`src/rtl/hazard_ctrl_mc_pkg.sv`:
```
// hazard_ctrl_mc_pkg: shared types and indices for the hazard controller.
// Holds the multi-cycle unit state enum and unit/stage index constants.
package hazard_ctrl_mc_pkg;

    typedef enum logic {
        MC_IDLE = 1'b0,
        MC_BUSY = 1'b1
    } mc_state_e;

    localparam int MC_LSU = 0;
    localparam int MC_DIV = 1;
    localparam int MC_CSR = 2;

    localparam int FWD_LSU = 0;
    localparam int FWD_WRB = 1;

endpackage

```
`src/rtl/hazard_ctrl_mc_tracker.sv`:
```
// mc_busy_tracker: busy/timeout FSM for one multi-cycle unit.
// Ports: clk, rst, req_i, ack_i, flush_i -> busy_o, busy_nx_o, timeout_o.
module mc_busy_tracker
    import hazard_ctrl_mc_pkg::*;
#(
    parameter int MC_TIMEOUT = 256
) (
    input  logic clk,
    input  logic rst,
    input  logic req_i,
    input  logic ack_i,
    input  logic flush_i,
    output logic busy_o,
    output logic busy_nx_o,
    output logic timeout_o
);

    localparam int CW = (MC_TIMEOUT > 0) ? $clog2(MC_TIMEOUT + 1) : 1;
    localparam logic [CW-1:0] CNT_LAST = CW'(MC_TIMEOUT - 1);

    mc_state_e       state_q, state_d;
    logic [CW-1:0]   cnt_q, cnt_d;
    logic            to_q, to_d;

    always_ff @(posedge clk or posedge rst) begin
        if (rst) begin
            state_q <= MC_IDLE;
            cnt_q   <= '0;
            to_q    <= 1'b0;
        end else begin
            state_q <= state_d;
            cnt_q   <= cnt_d;
            to_q    <= to_d;
        end
    end

    always_comb begin
        state_d = state_q;
        cnt_d   = cnt_q;
        to_d    = 1'b0;
        case (state_q)
            MC_IDLE: begin
                cnt_d = '0;
                if (req_i && !ack_i && !flush_i)
                    state_d = MC_BUSY;
            end
            MC_BUSY: begin
                if (ack_i) begin
                    state_d = MC_IDLE;
                    cnt_d   = '0;
                end else if (MC_TIMEOUT != 0 && cnt_q == CNT_LAST) begin
                    state_d = MC_IDLE;
                    cnt_d   = '0;
                    to_d    = 1'b1;
                end else if (flush_i) begin
                    state_d = MC_IDLE;
                    cnt_d   = '0;
                end else if (cnt_q != '1) begin
                    // saturates; only reachable with the timeout disabled
                    cnt_d = cnt_q + CW'(1);
                end
            end
            default: begin
                state_d = MC_IDLE;
                cnt_d   = '0;
            end
        endcase
    end

    assign busy_o    = (state_q == MC_BUSY);
    // ack beats a same-cycle req
    assign busy_nx_o = ack_i ? 1'b0 : (req_i ? 1'b1 : busy_o);
    assign timeout_o = to_q;

endmodule

```
`src/rtl/hazard_ctrl_mc.sv`:
```
// hazard_ctrl_mc: RAW forwarding select, multi-cycle stalls, flush/redirect.
// Ports: EXE sources, forwarding stage info, mc req/ack, redirects -> controls.
module hazard_ctrl_mc
    import hazard_ctrl_mc_pkg::*;
#(
    parameter int NUM_SRC    = 2,
    parameter int NUM_FWD    = 2,
    parameter int NUM_MC     = 3,
    parameter int AW         = 5,
    parameter int MC_TIMEOUT = 256,
    localparam int SW        = $clog2(NUM_FWD + 1)
) (
    input  logic                  clk,
    input  logic                  rst,
    input  logic [NUM_SRC*AW-1:0] src_addr_i,
    input  logic [NUM_SRC-1:0]    src_use_i,
    input  logic [NUM_FWD*AW-1:0] fwd_rd_addr_i,
    input  logic [NUM_FWD-1:0]    fwd_rd_wr_i,
    input  logic [NUM_FWD-1:0]    fwd_late_i,
    input  logic [NUM_MC-1:0]     mc_req_i,
    input  logic [NUM_MC-1:0]     mc_ack_i,
    input  logic                  exe_new_pc_i,
    input  logic                  csr_new_pc_i,
    input  logic                  wfi_i,
    input  logic                  irq_flush_lsu_i,
    output logic [NUM_SRC*SW-1:0] fwd_sel_o,
    output logic                  stall_front_o,
    output logic                  stall_exe2lsu_o,
    output logic                  flush_front_o,
    output logic                  flush_exe2lsu_o,
    output logic                  flush_lsu2wrb_o,
    output logic                  if_exe_new_pc_o,
    output logic                  if_csr_new_pc_o,
    output logic                  if_wfi_o,
    output logic                  lsu_flush_o,
    output logic                  stall_q_o,
    output logic [NUM_MC-1:0]     mc_busy_o,
    output logic [NUM_MC-1:0]     mc_timeout_o
);

    logic [NUM_SRC-1:0] src_late;
    logic [NUM_MC-1:0]  busy_nx;
    logic               mc_stall;
    logic               late_hazard;
    logic               lsu_flush;
    logic               exe_acc;
    logic               stall_q_q;

    for (genvar s = 0; s < NUM_SRC; s++) begin : g_src
        logic [AW-1:0] addr;
        logic [SW-1:0] sel;
        logic          hit;
        logic          lt;

        assign addr = src_addr_i[s*AW +: AW];

        // nearest stage wins; a late winner masks older copies
        always_comb begin
            sel = '0;
            hit = 1'b0;
            lt  = 1'b0;
            for (int k = 0; k < NUM_FWD; k++) begin
                if (!hit && fwd_rd_wr_i[k] && addr != '0 &&
                    addr == fwd_rd_addr_i[k*AW +: AW]) begin
                    hit = 1'b1;
                    lt  = fwd_late_i[k];
                    sel = lt ? '0 : SW'(k + 1);
                end
            end
        end

        assign fwd_sel_o[s*SW +: SW] = sel;
        assign src_late[s]           = lt & src_use_i[s];
    end

    for (genvar u = 0; u < NUM_MC; u++) begin : g_mc
        mc_busy_tracker #(
            .MC_TIMEOUT (MC_TIMEOUT)
        ) u_trk (
            .clk       (clk),
            .rst       (rst),
            .req_i     (mc_req_i[u]),
            .ack_i     (mc_ack_i[u]),
            .flush_i   (lsu_flush),
            .busy_o    (mc_busy_o[u]),
            .busy_nx_o (busy_nx[u]),
            .timeout_o (mc_timeout_o[u])
        );
    end

    assign mc_stall    = |busy_nx;
    assign late_hazard = (|src_late) & ~mc_stall;
    assign lsu_flush   = csr_new_pc_i | wfi_i;
    assign exe_acc     = exe_new_pc_i & ~stall_front_o;

    assign stall_front_o   = late_hazard | mc_stall;
    assign stall_exe2lsu_o = mc_stall;
    assign flush_front_o   = exe_acc | lsu_flush;
    assign flush_exe2lsu_o = late_hazard | lsu_flush;
    assign flush_lsu2wrb_o = irq_flush_lsu_i;
    assign if_exe_new_pc_o = exe_acc & ~csr_new_pc_i;
    assign if_csr_new_pc_o = csr_new_pc_i;
    assign if_wfi_o        = wfi_i;
    assign lsu_flush_o     = lsu_flush;

    always_ff @(posedge clk or posedge rst) begin
        if (rst) stall_q_q <= 1'b0;
        else     stall_q_q <= mc_stall;
    end

    assign stall_q_o = stall_q_q;

endmodule

```
`config.mk`:
```
export PLATFORM = sky130hd
export DESIGN_NAME = hazard_ctrl_mc
export DESIGN_NICKNAME = d
export VERILOG_FILES = /design/src/rtl/hazard_ctrl_mc_pkg.sv /design/src/rtl/hazard_ctrl_mc_tracker.sv /design/src/rtl/hazard_ctrl_mc.sv
export SDC_FILE = /design/constraint.sdc
export NUM_CORES = 1
export LEC_CHECK = 0
export BUFFER_PORTS_ARGS = -buffer_cell sky130_fd_sc_hd__buf_2
export CAP_MARGIN = 20
export CORE_MARGIN = 10
export CORE_UTILIZATION = 48
export DETAILED_ROUTE_END_ITERATION = 6
export PLACE_DENSITY = 0.77
export SLEW_MARGIN = 20
export SYNTH_ARGS = -nofsm -noshare
export SYNTH_HDL_FRONTEND = slang
export SYNTH_SLANG_ARGS = --single-unit
```
`constraint.sdc`:
```
create_clock -name clk -period 2.7 [get_ports clk]
set_clock_uncertainty 0.05 [all_clocks]
set_input_delay 0.27 -clock clk [delete_from_list [all_inputs] [get_ports clk]]
set_output_delay 0.27 -clock clk [all_outputs]
set_load 0.005 [all_outputs]
```
# After elaboration in Yosys (flattened, before gate mapping)

Cells that the tools add are included.

Word-level logic and storage cells: 122
Bits of input ports: 38
Register bits after elaboration: 34

Bitwise gates (word level): 15
Equal/unequal tests: 13
Reductions and logical operators: 26
Multiplexer cells: 55
$add $sub $neg: 3

Operators by type and width:

| cell                | count |
|---|---|
| $mux 9              | 12 |
| $pmux 9 s2          | 3 |
| $mux 1              | 33 |
| $add 9x1->9 const B | 3 |
| $eq 9x8->1 const B  | 3 |
| $ne 9x9->1 const B  | 3 |
| $eq 5x5->1          | 4 |
| $logic_and 1x1->1   | 16 |
| $ne 5x4->1 const B  | 3 |
| $reduce_bool 5->1   | 2 |
| $mux 2              | 4 |
| $logic_not 1->1     | 6 |
| $not 1->1           | 6 |
| $pmux 1 s2          | 3 |
| $and 1x1->1         | 5 |
| $or 1x1->1          | 4 |
| $reduce_or 3->1     | 1 |
| $reduce_or 2->1     | 1 |

# Logic depth before layout (Yosys ltp)

Gate-level depths: netlist of the first run.

Depth in word-level cells: 16
Mapped depth: 11

# Modules after synthesis

From an unflattened synthesis of the first run, not the netlist that was laid out.

Cells, all modules: 226
Area total of the unflattened synthesis: 2135.8 sq um

Modules (own cells, without submodules):

| module          | times used | area each (sq um) | sequential area each (sq um) | cells each |
|---|---|---|---|---|
| mc_busy_tracker | 3          | 566.8             | 275.3                        | 55 |
| hazard_ctrl_mc  | 1          | 435.4             | 25.0                         | 61 |

# Least setup slack after synthesis of the first run

No wires, ideal clock.

Kind: reg-to-reg
Start: register g_mc[2].u_trk.cnt_q[0]
End: register g_mc[2].u_trk.cnt_q[2]
Slack: 0.001 ns
Stages on the path, launching flop included: 11
Data arrival time: 2.568 ns
Period minus slack after synthesis: 2.699 ns
Required time: 2.569 ns
Cell sequence: dfrtp_1 -> ha_1 -> and3_1 -> and3_1 -> and3_1 -> ha_1 -> clkbuf_1 -> or2_2 -> clkbuf_1 -> or3b_2 -> a21oi_1

Longest elaborated chain between the ends: 6
Elaborated cells on any way between the ends: 9

RTL lines:

| element                | line                         | source |
|---|---|---|
| start, declared        | hazard_ctrl_mc_tracker.sv:22 | `logic [CW-1:0] cnt_q, cnt_d;` |
| start signal, assigned | hazard_ctrl_mc_tracker.sv:32 | `cnt_q <= cnt_d;` |
| $add 9x1->9            | hazard_ctrl_mc_tracker.sv:60 | `cnt_d = cnt_q + CW'(1);` |
| $mux 9                 | hazard_ctrl_mc_tracker.sv:58 | `end else if (cnt_q != '1) begin` |
| $mux 9                 | hazard_ctrl_mc_tracker.sv:55 | `end else if (flush_i) begin` |
| $mux 9                 | hazard_ctrl_mc_tracker.sv:51 | `end else if (MC_TIMEOUT != 0 && cnt_q == CNT_LAST) begin` |
| $mux 9                 | hazard_ctrl_mc_tracker.sv:48 | `if (ack_i) begin` |
| $pmux 9 s2             | hazard_ctrl_mc_tracker.sv:41 | `case (state_q)` |

Parallel ways exist; a longest one is shown, timed or not. The select of a mux whose other input is x is not followed.
A chain may end at the register's enable or synchronous reset.

# Final worst setup path of the first run

Ends and elaborated chain as after synthesis.

==> summary.txt, run 1 <==
Cells and area
  • Util after Layout: 0.586
  • # diodes: 0
  • Most frequent cells in the layout: buf_2 (55), nor2_1 (34), dfrtp_1 (34)
  • Area delta synth->final: 17.0%
  • Area of the multi-input gates: 1220 µm²
  • Fill cells: 404
  • Most common cell after layout, fill and taps aside: buf_2
  • Reg area: 851 µm²
  • Layout Nets: 346
  • Fin cells: 352
  • Share of cells above drive strength 1: 0.250

Timing
  • RSZ-0062 raised after global routing: false
  • Fin worst setup slack: approximately 0.22 ns
  • Fmax: between 400 and 500 MHz
  • Pins Over Slew Limit: 0
  • Final setup violation count: 0
  • Relative slew margins: 0.592
  • Min Tclk post-route: 2.48 ns
  • Tightest Pin Transition: 0.605 ns
  • TNS Setup: 0 ns
  • Final period utilization: 0.918
  • Fin. Hold Viols: 0

Floorplan
  • Ports: 58
  • Die area: 7680 µm²
  • Core ar.: 4380 µm²
  • Die X: 87.6 µm
  • Die height: 87.6 µm
  • Num rows: 24
  • Initial Util: 0.501

Worst setup path
  • Flop2flop setup slack: 0.22 ns
  • Req. time, crit path: 2.86 ns
  • Critical Path Fanout Max: 8
  • Cells on worst reg2reg path: 8
  • Reg2reg start: g_mc[2].u_trk.cnt_q[0]
  • WS Path Type: reg -> reg
  • Crit path from: g_mc[2].u_trk.cnt_q[0]
  • CP Capture Type: register
  • Worst setup path end: g_mc[2].u_trk.cnt_q[2]
  • Worst Path Arrival: 2.64 ns
  • Startpoint types: register
  • Worst R2R End: g_mc[2].u_trk.cnt_q[2]

Synth
  • Syn Inst Count: between 200 and 250
  • Xor and xnor area share after synthesis: 0.0997
  • Post-synth top flop: dfrtp_1
  • Post-Syn Area: 2200 µm²
  • Post-synthesis compound-gate area fraction: 0.125
  • Post-synth EDFFs: 0
  • Register area share after synthesis: 0.387
  • Number of synthesized register bits: 34
  • Mean Syn Cell Area: 8.89 µm²
  • Main combinational cell family by area after synthesis: simple AND/OR/NAND/NOR gates
  • Post-synthesis adder-cell area fraction: 0.0513
  • Async S/R FF share, synth: 1.00
  • Yosys cell types: 41
  • Yosys warning count: 0
  • Mux contribution to synthesized area: 0.0137
  • Synth Area in Simple Gates: 0.265
  • Mapped Nets: between 200 and 300

Worst hold path
  • Worst Hold Class: in -> async

Clock network
  • Root Driver: clkbuf_8
  • Worst-path clk slew: 0.07 ns
  • Total CTS buffers: 5
  • CTS tree: built
  • Htree depth: 2
  • Cts hold-fix bufs: 0
  • Worst-Skew Late Latency: 0.29 ns
  • Clk buf depth: 2
  • Clock sink total: 34

Route
  • Iteration-0 DRC Markers: 66
  • DR DRC count: 0
  • Routed len/inst: 14.3 µm
  • Total number of vias: 1925
  • Via density: approximately 5.5
  • Post-DRT Antenna Nets: 0
  • DRT Wirelength: just over 5000 µm
  • 1st-pass router iterations: 4

Placed design
  • Place WS: 0.149 ns
  • Routability cong.: 0.812
  • Placed cell count: 344
  • Final HPWL DP: 4120 µm
  • Port Buf Inserts: 55

Status
  • Run status: finished clean

GRT
  • Largest net degree at the start of global routing: 35
  • GRT Util Overall: 0.139
  • GR Overflow Total: 0
  • First-pass GRT wire length: 8700 µm
  • Number of global-route vias before repair: 2013
  • Initial antenna violation count: 0

Pwr
  • Worst ir drop on vdd: approximately 210 µV
  • Leak: roughly 0.0012 µW
  • Pwr Density: between 300 and 400 nW/µm²

Job
  • Max-Cap Viols: 0
==> per-layer routing <==
layer | track usage | routed length [µm]
met1 | 0.176 | 2380
met5 | 0 | 0
met4 | 0.0609 | 86
met2 | 0.212 | 2280
met3 | 0.0427 | 301
==> worst max-delay path, cell delays in order, from the launching register on <==
cell	delay (ns)
dfrtp_1	0.41
ha_1	0.22
and3_1	0.20
and3_1	0.20
and3_1	0.20
ha_1	0.21
or2_4	0.29
or3b_2	0.46
a21oi_1	0.15
==> state kept, by name, summed over array words and instances, names as in the netlist <==
register              count
g_mc.u_trk.timeout_o      3
g_mc.u_trk.cnt_q         27
g_mc.u_trk.busy_o         3
stall_q_o                 1
==> area by class of cell <==
class	instances	share of cell area
timing repair buffer	58	0.116
sequential	34	0.331
inverter	12	0.0175
clock buffer	7	0.0336
multi-input combinational	188	0.475
tap	52	0.0253
clock inverter	1	0.00195
==> logic make-up (layout without fill, tap and decap cells) <==
logic type,count (synthesis),in the layout
and+or+nand+nor,108,108
DFF,34,34
muxes,3,3
buffers and inverters,25,78
adders and majority gates,9,9
xor gates and xnor gates,25,25
AOI/OAI and AO/OA,43,43
==> where the power goes <==
group | internal (µW) | switching (µW)
Sequential | 512 | 2.81
Clock | 206 | 182
Combinational | 56.7 | 67.9
Total | 774 | 253
==> per-stage QoR <==
stage          hold WS [ns]  power, µW  area [µm²]
5_1_grt              0.0578       1080        2570
3_5_place_dp          0.343        651        2480
4_1_cts              0.0228       1040        2570
2_1_floorplan         0.290        588        2200
3_3_place_gp          0.337        649        2480
6_report             0.0139       1030        2570
==> Yosys cell counts, types with 2 or more instances <==
| cell | instances | share of area |
|---|---|---|
| clkbuf_1 | 4 | 0.0068 |
| buf_4 | 9 | 0.031 |
| inv_1 | 12 | 0.021 |
| and3_1 | 7 | 0.020 |
| ha_1 | 9 | 0.051 |
| nand4_1 | 6 | 0.017 |
| nor4_1 | 2 | 0.0057 |
| dfrtp_1 | 34 | 0.39 |
| nor3b_1 | 7 | 0.024 |
| mux2i_1 | 3 | 0.014 |
| nand3b_1 | 2 | 0.0068 |
| or4_4 | 2 | 0.010 |
| a21oi_1 | 16 | 0.036 |
| nor3_1 | 11 | 0.025 |
| nor2_4 | 2 | 0.010 |
| nand3_1 | 6 | 0.014 |
| xor2_1 | 13 | 0.052 |
| nand2b_1 | 4 | 0.011 |
| o2111ai_1 | 2 | 0.0080 |
| nand2_1 | 15 | 0.026 |
| o21ai_0 | 14 | 0.032 |
| a31oi_1 | 2 | 0.0057 |
| nor2_1 | 34 | 0.058 |
| xnor2_1 | 12 | 0.048 |
| or3_1 | 3 | 0.0085 |
==> worst min path at each step <==
stage                start                      end  slack (ns)  cells after the start
6_report               rst   g_mc[0].u_trk.cnt_q[5]        0.01                      3
5_1_grt                rst   g_mc[0].u_trk.cnt_q[5]        0.06                      3
4_1_cts                rst   g_mc[2].u_trk.cnt_q[5]        0.02                      3
3_5_place_dp           rst   g_mc[0].u_trk.cnt_q[5]        0.34                      3
3_3_place_gp           rst   g_mc[0].u_trk.cnt_q[6]        0.34                      3
2_1_floorplan  mc_ack_i[0]  g_mc[0].u_trk.timeout_o        0.29                      1
==> what timing repair did <==
action | 4_1_cts | 5_1_grt
endpoints found under the setup margin | 0 | 1
buffers inserted | 0 | 0
gates resized for setup | 0 | 1
(Power assumes the default switching activity.)
==> inputs of run 2 (changes only) <==
--- a/config.mk
+++ b/config.mk
@@ -8,9 +8,11 @@
 export BUFFER_PORTS_ARGS = -buffer_cell sky130_fd_sc_hd__buf_2
 export CAP_MARGIN = 20
 export CORE_MARGIN = 10
-export CORE_UTILIZATION = 48
+export CORE_UTILIZATION = 49
+export CTS_BUF_LIST = sky130_fd_sc_hd__clkbuf_8
+export CTS_CLUSTER_SIZE = 24
 export DETAILED_ROUTE_END_ITERATION = 6
-export PLACE_DENSITY = 0.77
+export PLACE_DENSITY = 0.84
 export SLEW_MARGIN = 20
 export SYNTH_ARGS = -nofsm -noshare
 export SYNTH_HDL_FRONTEND = slang
==> run 2 against run 1 <==
Sequential share of layout area is the same. Clock power about the same. Count of clock-buffer cells in the layout is 1 lower. Worst hold slack improved by 0.016 ns. Non-clock buffer count unchanged. Fmax shrank 1.1%. Critical path depth stayed put. Die area decreased by 1.6%. Via count increased by 1.9%. Largest power group unchanged.
==> summary.txt, run 2 (synthesis gave the netlist of run 1 again) <==
Floorplan
  • Core ar.: 4350 µm² (-0.68%)
  • Die X: 86.9 µm (-0.79%)
  • Ports: 58 (unchanged)
  • Die area: 7560 µm² (-1.6%)
  • Die height: 86.9 µm (-0.79%)
  • Initial Util: 0.504 (+0.00345)
  • Num rows: 24 (unchanged)

Clock network
  • Clock sink total: 34 (unchanged)
  • Worst-Skew Late Latency: 0.29 ns (about the same)
  • Total CTS buffers: 5 (unchanged)
  • Post-CTS setup buffers: 0 (unchanged)
  • Clk buf depth: 2 (unchanged)
  • Worst-path clk slew: 0.07 ns (about the same)
  • Htree depth: 2 (unchanged)
  • CTS tree: built
  • Root Driver: clkbuf_8
  • Cts hold-fix bufs: 0 (unchanged)

Pwr
  • Sequential Power Share: 0.502 (about the same)
  • NetSw: 254 µW (+0.68%)
  • Internal power: 771 µW (-0.49%)
  • Power consumption: 1030 µW (-0.20%)
  • Clock power frac: 0.376 (about the same)
  • Switching share of power: 0.248 (+0.00217)
  • Combinational group share of total power: 0.122 (about the same)
  • Leak: 0.00116 µW (+0.36%)
  • Worst ir drop on vdd: 203 µV (-3.9%)
  • Pwr Density: 399 nW/µm² (-0.20%)

Route
  • DR DRC count: 0 (unchanged)
  • Total number of vias: 1962 (+1.9%)
  • Iteration-0 DRC Markers: 101 (+53%)
  • DRT Wirelength: 5300 µm (+5.2%)
  • 1st-pass router iterations: 4 (unchanged)
  • Post-DRT Antenna Nets: 0 (unchanged)
  • Via density: 5.57 (+1.9%)
  • Routed len/inst: 15.1 µm (+5.2%)

GRT
  • GRT Util Overall: 0.146 (+0.00694)
  • First-pass GRT wire length: 8940 µm (+2.8%)
  • GR Overflow Total: 0 (unchanged)
  • Number of global-route vias before repair: 2031 (+0.89%)
  • Largest net degree at the start of global routing: 35 (unchanged)
  • Initial antenna violation count: 0 (unchanged)

Status
  • Run status: finished clean

Timing
  • RSZ-0062 raised after global routing: false
  • Hold slack: 0.0294 ns (+0.0156 ns)
  • Fin. Hold Viols: 0 (unchanged)
  • Pins Over Slew Limit: 0 (unchanged)
  • TNS Setup: 0 ns (unchanged)
  • Final period utilization: 0.928 (+0.0101)
  • Tightest Pin Transition: 0.580 ns (-0.0253 ns)
  • Fmax: 399 MHz (-1.1%)
  • Final setup violation count: 0 (unchanged)
  • Relative slew margins: 0.609 (+0.0170)
  • Min Tclk post-route: 2.51 ns (+0.0272 ns)

Worst setup path
  • Most used cell, CP: and3_1
  • Crit-path cells: ha_1 -> and3_1 -> and3_1 -> and3_1 -> ha_1 -> or2_4 -> or3b_2 -> a21oi_1
  • Critical Path Fanout Max: 8 (unchanged)
  • Req. time, crit path: 2.85 ns (about the same)
  • CP Capture Type: register
  • Worst Path Arrival: 2.66 ns (+0.02 ns)
  • Flop2flop setup slack: 0.19 ns (-0.03 ns)
  • Worst path slowest cell: or3b_2
  • WS Path Type: reg -> reg
  • Critical Path Max Stage Delay: 0.46 ns (about the same)
  • Startpoint types: register
  • Cells on worst reg2reg path: 8 (unchanged)

Worst hold path
  • Worst Hold Class: in -> async

Cells and area
  • Fill cells: 367 (-9.2%)
  • Most flops, register: g_mc.u_trk.cnt_q
  • Max reg flops: 27 (unchanged)
  • Share of cells above drive strength 1: 0.250 (unchanged)
  • Area delta synth->final: 17.0% (unchanged)
  • Most frequent cells in the layout: buf_2 (55), nor2_1 (34), dfrtp_1 (34)
  • Layout Nets: 346 (unchanged)
  • Most common cell after layout, fill and taps aside: buf_2
  • Post-route cell area: 2570 µm² (unchanged)
  • # diodes: 0 (unchanged)

Job
  • Max-Cap Viols: 0 (unchanged)

Placed design
  • Port Buf Inserts: 55 (unchanged)
  • Routability cong.: 0.869 (+6.9%)
  • DP Area: 2480 µm² (unchanged)
  • Final HPWL DP: 4290 µm (+4.0%)
[run 2: changes by cell type in the layout (fill, tap and decap cells not counted)]
cell,previous run,this run
clkbuf_1,1,0
inv_1,12,13
[run 2: worst paths after layout]
check	to	start
max	g_mc[2].u_trk.cnt_q[2]	g_mc[2].u_trk.cnt_q[0]
min	g_mc[1].u_trk.cnt_q[5]	rst
max reg2reg	g_mc[2].u_trk.cnt_q[2]	g_mc[2].u_trk.cnt_q[0]
min reg2reg	g_mc[0].u_trk.cnt_q[7]	g_mc[0].u_trk.cnt_q[7]
max in group asynchronous	g_mc[2].u_trk.cnt_q[4]	rst
min in group clk	g_mc[2].u_trk.busy_o	mc_ack_i[2]
[run 2: routing by layer]
metal  vias to the layer above  track usage  routed length, µm
li1                        961            -                  -
met1                       923        0.169               2330
met2                        66        0.243               2570
met3                        12       0.0403                300
met4                         0       0.0633                109
met5                         -            0                  0
[run 2: per-stage QoR]
| step | worst slack [ns] | utilization | instances |
|---|---|---|---|
| 2_1_floorplan | 0.000617 | - | 247 |
| 3_3_place_gp | 0.202 | 0.569 | 344 |
| 3_5_place_dp | 0.128 | 0.569 | 344 |
| 4_1_cts | 0.108 | 0.590 | 352 |
| 5_1_grt | 0.0471 | 0.590 | 352 |
| 6_report | 0.194 | 0.590 | 352 |
[run 2: power by group through the flow]
stage               Sequential, µW  Clock [µW]  Combinational, µW
finish                         515         385                126
global placement               524           0                123
global route                   514         410                140
floorplan                      524           0               64.2
detailed placement             524           0                127
CTS                            514         393                127
[run 2: critical path, delay by kind of cell (launching register included)]
family / cells / cell delay, ns
adders and majority gates: 2 / 0.46
AOI/OAI and AO/OA: 1 / 0.15
and+or+nand+nor: 5 / 1.37
DFF: 1 / 0.40
[run 2: final cells by class]
| class | instances | area, µm² | area share |
|---|---|---|---|
| clock buffer | 6 | 82.6 | 0.0321 |
| sequential | 34 | 851 | 0.331 |
| tap | 52 | 65.1 | 0.0253 |
| inverter | 12 | 45.0 | 0.0175 |
| clock inverter | 2 | 8.76 | 0.00341 |
| multi-input combinational | 188 | 1220 | 0.475 |
| timing repair buffer | 58 | 298 | 0.116 |
[run 2: what timing repair did]
action / in CTS / in global routing
endpoints found under the setup margin: 0 / 1
resized for setup: 0 / 1
hold endpoints to repair: 0 / 0
==> inputs of run 3 (changes only) <==
--- a/config.mk
+++ b/config.mk
@@ -9,7 +9,7 @@
 export CAP_MARGIN = 20
 export CORE_MARGIN = 10
 export CORE_UTILIZATION = 49
-export CTS_BUF_LIST = sky130_fd_sc_hd__clkbuf_8
+export CTS_BUF_LIST = sky130_fd_sc_hd__clkbuf_4
 export CTS_CLUSTER_SIZE = 24
 export DETAILED_ROUTE_END_ITERATION = 6
 export PLACE_DENSITY = 0.84
==> run 3 against run 2 <==
Clock power decreased by 27%. Combinational power about the same. Largest power group unchanged. Register-to-register slack lost 0.02 ns.
==> summary.txt, run 3 (synthesis gave the netlist of run 1 again) <==
Worst setup path
  • Req. time, crit path: 2.91 ns (+0.06 ns)
  • Worst Path Arrival: 2.73 ns (+0.07 ns)
  • Critical Path Fanout Max: 8 (unchanged)
  • Startpoint types: register
  • CP Capture Type: register
  • Critical Path Max Stage Delay: 0.46 ns (about the same)
  • Worst path slowest cell: or3b_2
  • Crit-path cells: ha_1 -> and3_1 -> and3_1 -> and3_1 -> ha_1 -> or2_4 -> or3b_2 -> a21oi_1
  • Worst path top cell family by delay: simple AND/OR/NAND/NOR gates
  • WP buf/inv: 0 (unchanged)
  • WS Path Type: reg -> reg
  • Most used cell, CP: and3_1

Cells and area
  • Reg area: 851 µm² (unchanged)
  • Max reg flops: 27 (unchanged)
  • Layout Nets: 347 (+0.29%)
  • Area of the multi-input gates: 1220 µm² (unchanged)
  • Area delta synth->final: 15.8%
  • Share of cells above drive strength 1: 0.249 (-0.000831)
  • Most flops, register: g_mc.u_trk.cnt_q
  • Fill cells: 381 (+3.8%)
  • # diodes: 0 (unchanged)
  • Most common cell after layout, fill and taps aside: buf_2
  • Most frequent cells in the layout: buf_2 (55), nor2_1 (34), dfrtp_1 (34)

Placed design
  • Place WS: 0.128 ns (unchanged)
  • Final HPWL DP: 4290 µm (unchanged)
  • Routability cong.: 0.869 (unchanged)
  • Port Buf Inserts: 55 (unchanged)

Timing
  • RSZ-0062 raised after global routing: false
  • Final setup violation count: 0 (unchanged)
  • Min Tclk post-route: 2.52 ns (+0.0153 ns)
  • Relative slew margins: 0.611 (+0.00198)
  • Tightest Pin Transition: 0.577 ns (-0.00294 ns)
  • Fmax: 397 MHz (-0.61%)
  • Fin. Hold Viols: 0 (unchanged)
  • Hold slack: 0.0574 ns (+0.0280 ns)
  • Pins Over Slew Limit: 0 (unchanged)
  • Fin worst setup slack: 0.178 ns (-0.0153 ns)
  • TNS Setup: 0 ns (unchanged)
  • Final period utilization: 0.934 (+0.00567)

Pwr
  • Clock power frac: 0.305 (-0.071)
  • Switching share of power: 0.265 (+0.0167)
  • Worst ir drop on vdd: 189 µV (-7.1%)
  • Leak: 0.00114 µW (-1.3%)
  • Internal power: 677 µW (-12%)
  • NetSw: 244 µW (-4.1%)
  • Combinational group share of total power: 0.137 (+0.015)
  • Sequential Power Share: 0.558 (+0.056)
  • Pwr Density: 362 nW/µm² (-9.2%)

Clock network
  • Clk buf depth: 2 (unchanged)
  • Htree depth: 2 (unchanged)
  • Worst-path clk slew: 0.11 ns (+0.04 ns)
  • Clock sink total: 34 (unchanged)
  • Worst-Skew Late Latency: 0.34 ns (+0.05 ns)
  • Root Driver: clkbuf_4
  • Post-CTS setup buffers: 0 (unchanged)
  • Total CTS buffers: 5 (unchanged)
  • CTS tree: built

Route
  • 1st-pass router iterations: 4 (unchanged)
  • DR DRC count: 0 (unchanged)
  • Routed len/inst: 15.1 µm (+0.19%)
  • Via density: 5.61 (+0.58%)
  • Post-DRT Antenna Nets: 0 (unchanged)
  • DRT Wirelength: 5330 µm (+0.47%)
  • Total number of vias: 1979 (+0.87%)
  • Iteration-0 DRC Markers: 93 (-7.9%)

GRT
  • GRT Util Overall: 0.147 (+0.00154)
  • Number of global-route vias before repair: 2046 (+0.74%)
  • GR Overflow Total: 0 (unchanged)
  • Initial antenna violation count: 0 (unchanged)
  • Largest net degree at the start of global routing: 35 (unchanged)
  • First-pass GRT wire length: 9000 µm (+0.62%)

Floorplan
  • Ports: 58 (unchanged)
  • Initial Util: 0.504 (unchanged)
  • Die area: 7560 µm² (unchanged)
  • Die X: 86.9 µm (unchanged)
  • Core ar.: 4350 µm² (unchanged)
  • Num rows: 24 (unchanged)
  • Die height: 86.9 µm (unchanged)

Worst hold path
  • Worst Hold Class: in -> reg

Job
  • Max-Cap Viols: 0 (unchanged)

Status
  • Run status: finished clean
-- run 3: layer usage --
metal	vias to the layer above	routed length, µm	global-route usage
li1	963	-	-
met4	0	124	0.0722
met5	-	0	0
met2	70	2580	0.245
met3	12	304	0.0403
met1	934	2320	0.169
-- run 3: worst paths after layout --
kind                                        start                     end  depth (start not counted)  slack (ns)
setup reg to reg           g_mc[2].u_trk.cnt_q[0]  g_mc[2].u_trk.cnt_q[2]                          8        0.18
max in group asynchronous                     rst  g_mc[2].u_trk.cnt_q[3]                          4        1.78
min in group asynchronous                     rst    g_mc[2].u_trk.busy_o                          4        0.51
hold reg to reg            g_mc[0].u_trk.cnt_q[7]  g_mc[0].u_trk.cnt_q[7]                          1        0.49
hold / removal                        mc_ack_i[2]    g_mc[2].u_trk.busy_o                          2        0.06
setup / recovery           g_mc[2].u_trk.cnt_q[0]  g_mc[2].u_trk.cnt_q[2]                          8        0.18
-- run 3: through the flow --
step / area, µm² / total power [µW] / instances / util
2_1_floorplan: 2200 / 588 / 247 / -
3_3_place_gp: 2480 / 648 / 344 / 0.569
3_5_place_dp: 2480 / 651 / 344 / 0.569
4_1_cts: 2540 / 930 / 353 / 0.583
5_1_grt: 2540 / 961 / 353 / 0.584
6_report: 2540 / 921 / 353 / 0.584
-- run 3: power groups by stage --
stage	Sequential, µW	Combinational (µW)	Clock [µW]
detailed placement	524	127	0
global route	515	142	305
global placement	524	123	0
CTS	514	128	288
finish	514	126	281
floorplan	524	64.2	0
-- run 3: worst register-to-register path: stages (launching register included) --
cell     delay (ns)
dfrtp_1        0.41
ha_1           0.23
and3_1         0.21
and3_1         0.20
and3_1         0.21
ha_1           0.23
or2_4          0.29
or3b_2         0.46
a21oi_1        0.16
-- run 3: layout make-up --
class | count | area share
multi-input cells | 188 | 0.480
flip-flops and latches | 34 | 0.335
repair buffers | 59 | 0.121
well taps | 52 | 0.0256
clock buffers | 6 | 0.0177
inverters | 12 | 0.0177
clock inverters | 2 | 0.00344
-- run 3: timing repair --
item                                   4_1_cts  5_1_grt
endpoints found under the hold margin       34        0
setup endpoints to repair                    0        1
hold buffers                                 1        0
resized for setup                            0        1
